`src/rtl/sm4_sched_pkg.sv`:
```
// Shared encodings and default sizes for the SM4 group scheduler.
package sm4_sched_pkg;

   localparam int DEF_NUM_BLK = 3;
   localparam int DEF_BLK_W   = 128;

   localparam logic [1:0] LVL_FULL = 2'd1;
   localparam logic [1:0] LVL_MID  = 2'd2;

   typedef enum logic [1:0] {
      IDLE  = 2'd0,
      ISSUE = 2'd1,
      WAIT  = 2'd2,
      OUT   = 2'd3
   } sched_state_t;

endpackage

```
`src/rtl/sm4_rate_div.sv`:
```
// Core clock-enable divider: the tick period is chosen from the battery level
// latched at frame accept; the counter wraps on the same cycle it ticks.
module sm4_rate_div
   import sm4_sched_pkg::*;
#(
   parameter int DIV_MID = 4,
   parameter int DIV_LOW = 8
) (
   input  logic       clk,
   input  logic       res,
   input  logic [1:0] i_level,
   input  logic       i_count,
   input  logic       i_clr,
   output logic       o_tick
);

   localparam int DW = (DIV_LOW > 2) ? $clog2(DIV_LOW) : 1;

   logic [DW-1:0] r_div;
   logic [DW-1:0] w_top;
   logic          w_wrap;

   // terminal count for the latched rate
   always_comb begin
      w_top = '0;
      case (i_level)
         LVL_FULL: w_top = '0;
         LVL_MID:  w_top = DW'(DIV_MID - 1);
         default:  w_top = DW'(DIV_LOW - 1);
      endcase
   end

   assign w_wrap = (r_div == w_top);
   assign o_tick = i_count & w_wrap;

   // free-running divider, cleared at frame accept
   always_ff @(posedge clk) begin
      if (res) begin
         r_div <= '0;
      end else if (i_clr) begin
         r_div <= '0;
      end else if (i_count) begin
         r_div <= w_wrap ? '0 : r_div + DW'(1);
      end else begin
         r_div <= r_div;
      end
   end

endmodule

```
`src/rtl/sm4_group_sched.sv`:
```
// Feeds a 3-group frame through the SM4 core one group at a time and
// reassembles the result. Optional core watchdog: SM4_SCHED_TIMEOUT_EN.
module sm4_group_sched
   import sm4_sched_pkg::*;
#(
   parameter int NUM_BLK     = DEF_NUM_BLK,
   parameter int BLK_W       = DEF_BLK_W,
   parameter int DIV_MID     = 4,
   parameter int DIV_LOW     = 8
`ifdef SM4_SCHED_TIMEOUT_EN
   ,
   parameter int TIMEOUT_CYC = 1024
`endif
) (
   input  logic                     clk,
   input  logic                     res,
   input  logic                     frame_valid,
   output logic                     frame_ready,
   input  logic [NUM_BLK*BLK_W-1:0] frame_data,
   input  logic [BLK_W-1:0]         key,
   input  logic [1:0]               battery_level,
   output logic                     core_ce,
   output logic                     core_start,
   output logic [BLK_W-1:0]         core_din,
   output logic [BLK_W-1:0]         core_key,
   input  logic                     core_done,
   input  logic [BLK_W-1:0]         core_dout,
   output logic                     out_valid,
   input  logic                     out_ready,
   output logic [NUM_BLK*BLK_W-1:0] out_data,
   output logic [31:0]              group_cnt,
   output logic                     busy
`ifdef SM4_SCHED_TIMEOUT_EN
   ,
   output logic                     timeout_err
`endif
);

   localparam int               IDX_W    = (NUM_BLK > 1) ? $clog2(NUM_BLK) : 1;
   localparam logic [IDX_W-1:0] LAST_IDX = IDX_W'(NUM_BLK - 1);

   sched_state_t     r_state;
   sched_state_t     w_next;
   logic [IDX_W-1:0] r_idx;
   logic [BLK_W-1:0] r_grp [NUM_BLK];
   logic [BLK_W-1:0] r_res [NUM_BLK];
   logic [BLK_W-1:0] r_key;
   logic [1:0]       r_lvl;
   logic [31:0]      r_cnt;
   logic             w_accept;
   logic             w_run;
   logic             w_tick;
   logic             w_take;
   logic             w_last;
   logic             w_timeout;

   assign w_accept = frame_valid & (r_state == IDLE);
   assign w_run    = (r_state == ISSUE) | (r_state == WAIT);
   assign w_take   = (r_state == WAIT) & core_done & core_ce;
   assign w_last   = (r_idx == LAST_IDX);

   sm4_rate_div #(
      .DIV_MID (DIV_MID),
      .DIV_LOW (DIV_LOW)
   ) u_rate_div (
      .clk     (clk),
      .res     (res),
      .i_level (r_lvl),
      .i_count (r_state != IDLE),
      .i_clr   (w_accept),
      .o_tick  (w_tick)
   );

   // the divider keeps counting in OUT, but the core is only clocked while a group is in flight
   assign core_ce = w_tick & w_run;

`ifdef SM4_SCHED_TIMEOUT_EN
   localparam int WD_W = $clog2(TIMEOUT_CYC + 1);

   logic [WD_W-1:0] r_wd;
   logic            r_to;

   assign w_timeout = (r_state == WAIT) & core_ce & ~core_done &
                      (r_wd == WD_W'(TIMEOUT_CYC - 1));
   assign timeout_err = r_to;

   // counts core ticks spent waiting on one group
   always_ff @(posedge clk) begin
      if (res) begin
         r_wd <= '0;
         r_to <= 1'b0;
      end else begin
         r_to <= w_timeout;
         if (r_state != WAIT) begin
            r_wd <= '0;
         end else if (core_ce) begin
            r_wd <= r_wd + WD_W'(1);
         end else begin
            r_wd <= r_wd;
         end
      end
   end
`else
   assign w_timeout = 1'b0;
`endif

   // state register
   always_ff @(posedge clk) begin
      if (res) begin
         r_state <= IDLE;
      end else begin
         r_state <= w_next;
      end
   end

   // next-state decode
   always_comb begin
      w_next = r_state;
      case (r_state)
         IDLE: begin
            if (frame_valid) w_next = ISSUE;
            else             w_next = IDLE;
         end
         ISSUE: begin
            if (core_ce) w_next = WAIT;
            else         w_next = ISSUE;
         end
         WAIT: begin
            if (w_take)         w_next = w_last ? OUT : ISSUE;
            else if (w_timeout) w_next = IDLE;
            else                w_next = WAIT;
         end
         OUT: begin
            if (out_ready) w_next = IDLE;
            else           w_next = OUT;
         end
         default: w_next = IDLE;
      endcase
   end

   // frame latch, result slots, group index and completion counter
   always_ff @(posedge clk) begin
      if (res) begin
         r_idx <= '0;
         r_key <= '0;
         r_lvl <= '0;
         r_cnt <= '0;
         for (int g = 0; g < NUM_BLK; g++) begin
            r_grp[g] <= '0;
            r_res[g] <= '0;
         end
      end else begin
         if (w_accept) begin
            r_key <= key;
            r_lvl <= battery_level;
            for (int g = 0; g < NUM_BLK; g++) begin
               r_grp[g] <= frame_data[(NUM_BLK-1-g)*BLK_W +: BLK_W];
            end
         end
         if (w_take) begin
            r_res[r_idx] <= core_dout;
            r_cnt        <= r_cnt + 32'd1;
         end
         if (w_take & ~w_last) begin
            r_idx <= r_idx + IDX_W'(1);
         end else if (((r_state == OUT) & out_ready) | w_timeout) begin
            r_idx <= '0;
         end else begin
            r_idx <= r_idx;
         end
      end
   end

   assign frame_ready = (r_state == IDLE);
   assign busy        = (r_state != IDLE);
   assign core_start  = (r_state == ISSUE);
   assign core_din    = r_grp[r_idx];
   assign core_key    = r_key;
   assign out_valid   = (r_state == OUT);
   assign group_cnt   = r_cnt;

   for (genvar g = 0; g < NUM_BLK; g++) begin : g_out
      assign out_data[(NUM_BLK-1-g)*BLK_W +: BLK_W] = r_res[g];
   end

endmodule

```
`config.mk`:
```
export PLATFORM = sky130hd
export DESIGN_NAME = sm4_group_sched
export DESIGN_NICKNAME = d
export VERILOG_FILES = /design/src/rtl/sm4_sched_pkg.sv /design/src/rtl/sm4_rate_div.sv /design/src/rtl/sm4_group_sched.sv
export SDC_FILE = /design/constraint.sdc
export NUM_CORES = 1
export LEC_CHECK = 0
export BUFFER_PORTS_ARGS = -buffer_cell sky130_fd_sc_hd__clkbuf_2
export CAP_MARGIN = 10
export CORE_AREA = 2 2 513 515
export CTS_BUF_LIST = sky130_fd_sc_hd__clkbuf_2 sky130_fd_sc_hd__clkbuf_4 sky130_fd_sc_hd__clkbuf_8
export DETAILED_ROUTE_END_ITERATION = 10
export DIE_AREA = 0 0 515 517
export HOLD_SLACK_MARGIN = 0.1
export PLACE_DENSITY = 0.3
export SLEW_MARGIN = 40
export SYNTH_ARGS = -nofsm -noshare
export SYNTH_HDL_FRONTEND = slang
export SYNTH_HIERARCHICAL = 1
export SYNTH_SLANG_ARGS = --single-unit
```
`constraint.sdc`:
```
create_clock -name clk -period 17.89 [get_ports clk]
set_clock_uncertainty 0.05 [all_clocks]
set_input_delay 4.4725 -clock clk [delete_from_list [all_inputs] [get_ports clk]]
set_output_delay 4.4725 -clock clk [all_outputs]
set_load 0.01 [all_outputs]
```
==> flow_summary.yaml <==
synthesis:
  synth_top_cell_by_area: "edfxtp_1"
  synth_area_leaders: "edfxtp_1 62%, dfxtp_1 9.1%, and2_1 6.4%, and3_1 6.4%, nand2_1 4.1%"
  yosysTopAreaCellShare_pct: 61.6
  synth_seq_area_share_pct: 70.7
  synth_fp_nets: 3558
  ys_ff_latch: 939
  yosysUniqueCellTypes: 43
  synthCells: 2901
  syn_area_um2: 37400
  synthFlopType: "edfxtp_1"
  ys_warn_count: 6
  async_reset_ff_share_pct: 0
  synth_edf_count: 768
  syn_avg_cell_area_um2: 12.9
grt:
  grt_usage_pct: 13.6
  grt_remaining_overflow: 0
  grt_pass1_vias: 29500
  grt_pass1_wl_mm: 252
  antenna_found_initial: 103
  grt_max_degree: 174
clock_tree:
  clock_path_buffers: 3
  postCtsHoldBufs: 0
  cts_setup_buffers: 0
  htreeDepth: 4
  clk_pin_slew_worst_paths_ps: 50
  cts_resized: 0
  clock_sinks: 939
  clock_latency_ps: 920
  clockRootBuffer: "clkbuf_8"
  tritoncts: "done"
  cts_buffers: 191
die:
  die_area_um2: 266000
  num_io_pins: 1324
  core_area_um2: 261000
  initial_core_util_pct: 14.3
  fp.dieW_um: 515
  rows: 188
  die_y_um: 517
drt:
  met3_wirelength_mm: 19.8
  avgViaCountPerCell: 3.68
  routed.top_layer: "met5"
  num_vias: 28900
  detail_route.first_pass.iterations: 5
  ant_nets: 0
  dr.first_iter.drc_count: 1787
  wl_per_cell_um: 24.1
  met1Wirelength_mm: 73.9
  drc_errors: 0
  wl_met2_mm: 90.9
  wl_mm: 189
critical_path:
  reg2reg_from: "r_state[0]"
  worstPathRequired_ps: 13370
  cp_cell_sequence: "buf_4, buf_4, buf_6, mux2i_1, o21ai_2, buf_6, clkbuf_2"
  r2r_end: "r_res[0][84]"
  rr_worst_depth: 8
  crit_type: "flop to output port"
  cp.depth: 7
  path_max_fanout: 39
  critical_path.slowest_cell: "buf_4"
  worst-path-buf-inv: 5
  end_kind: "output port"
  crit_arrival_ps: 4040
  r2r_setup_slack_ps: 13510
  max_stage_delay_ps: 600
  cp-start-kind: "flop"
  critical_path.top_delay_family: "buffers and inverters"
timing:
  period_minus_slack_ps: 8570
  slew_viol_final: 0
  fin_tns_setup_ps: 0
  worstMarginPinSlew_ps: 857
  rsz0062_at_grt: "false"
  layout_setup_ws_ps: 9320
  holdWs_ps: 404
  slew_headroom_pct: 42.3
  fin_crit_sh_pct: 47.9
  setup_viol: 0
  timing.fmax_ghz: 0.117
  finalHoldViolations: 0
power:
  power_density_nw_per_um2: 102
  p_leak_nw: 22.3
  vdd_drop_max_mv: 0.0598
cells_and_area:
  mostFrequentLayoutCells: "1322 x clkbuf_2, 768 x edfxtp_1, 411 x nand2_1"
  post-route-cell-area_um2: 52100
  mostFrequentLayoutCell: "clkbuf_2"
  drive_above_1_share_pct: 38.7
  area_delta_synth_final_pct: 39.3
  fin_util_pct: 20.0
  nNetsFinal: 4899
placement:
  post-place-ws_ps: 9620
  io_buffers: 1323
  dp_hpwl_mm: 143
  place_congestion: 0.834
  post_dp_cell_area_um2: 48100
flow_run:
  max_cap_viol_count: 0
min_path:
  hp-start: "core_key[64]"
  holdPathEnd: "core_key[64]"
  min_path_type: "flop to flop"
  whs_path_depth: 2
run_status:
  status: "finished clean"
[final cells by class]
type,count,area (um2)
Fill cell,28700,209000
Sequential cell,939,26500
Multi-Input combinational cell,1729,10200
Timing Repair Buffer,1369,7150
Tap cell,3420,4280
Clock buffer,276,3320
Clock inverter,72,611
Antenna cell,25,62.6
Inverter,12,47.5
[metrics by stage]
stage,instances,power (mW)
final,7842,5.31
after global routing,7820,5.55
after CTS,7814,5.45
after detailed placement,7466,3.02
after global placement,7462,3.02
after floorplan,2901,2.75
[kinds of logic after synthesis]
| logic type | after synthesis | synth area share, % |
|---|---|---|
| compound gates | 312 | 4.36 |
| xor+xnor | 12 | 0.281 |
| fa+ha+maj | 10 | 0.334 |
| buf+inv | 233 | 2.35 |
| flops | 939 | 70.7 |
| mux | 130 | 3.48 |
| simple gates | 1265 | 18.5 |
[tightest hold or removal path, stage by stage, from the launching register on]
cell and delay [ps]:
dfxtp_1 300, nand2_1 50, a21oi_1 50
[synth_stat cells (11+ instances only)]
cell type	count
edfxtp_1	768
o31ai_1	15
nand2_1	412
and2_1	386
nor2_1	14
clkbuf_1	211
mux2i_1	129
or4_1	18
a21oi_1	154
dfxtp_1	171
inv_1	11
and3_1	384
o21ai_0	132
[sequential cells by signal, indices dropped and copies added, names as in the netlist, named ones only]
register          flops
u_rate_div/r_div      3
r_grp               384
r_idx                 2
group_cnt            32
r_lvl                 2
core_key            128
r_state               2
r_res               384
[power breakdown]
group / internal, mW / switching, mW
Combinational: 0.146 / 0.275
Clock: 1.27 / 1.09
Sequential: 2.49 / 0.0470
Total: 3.90 / 1.41
[per-layer routing]
| metal | GRT usage (%) | vias up |
|---|---|---|
| met5 | 0 | - |
| li1 | - | 13100 |
| met4 | 3.39 | 96 |
| met2 | 22.8 | 1223 |
| met3 | 6.22 | 328 |
| met1 | 15.5 | 14100 |
[worst max-delay path by stage]
stage          start            to  slack, ps
6_report        flop  core_din[24]       9320
2_1_floorplan    res   r_grp[0][0]       2860
3_3_place_gp    flop  core_din[24]       8690
4_1_cts         flop  core_din[24]       9020
5_1_grt         flop  core_din[24]       8980
3_5_place_dp     res  r_grp[1][16]       9620
Note: power is estimated with default switching activity, not from simulation.
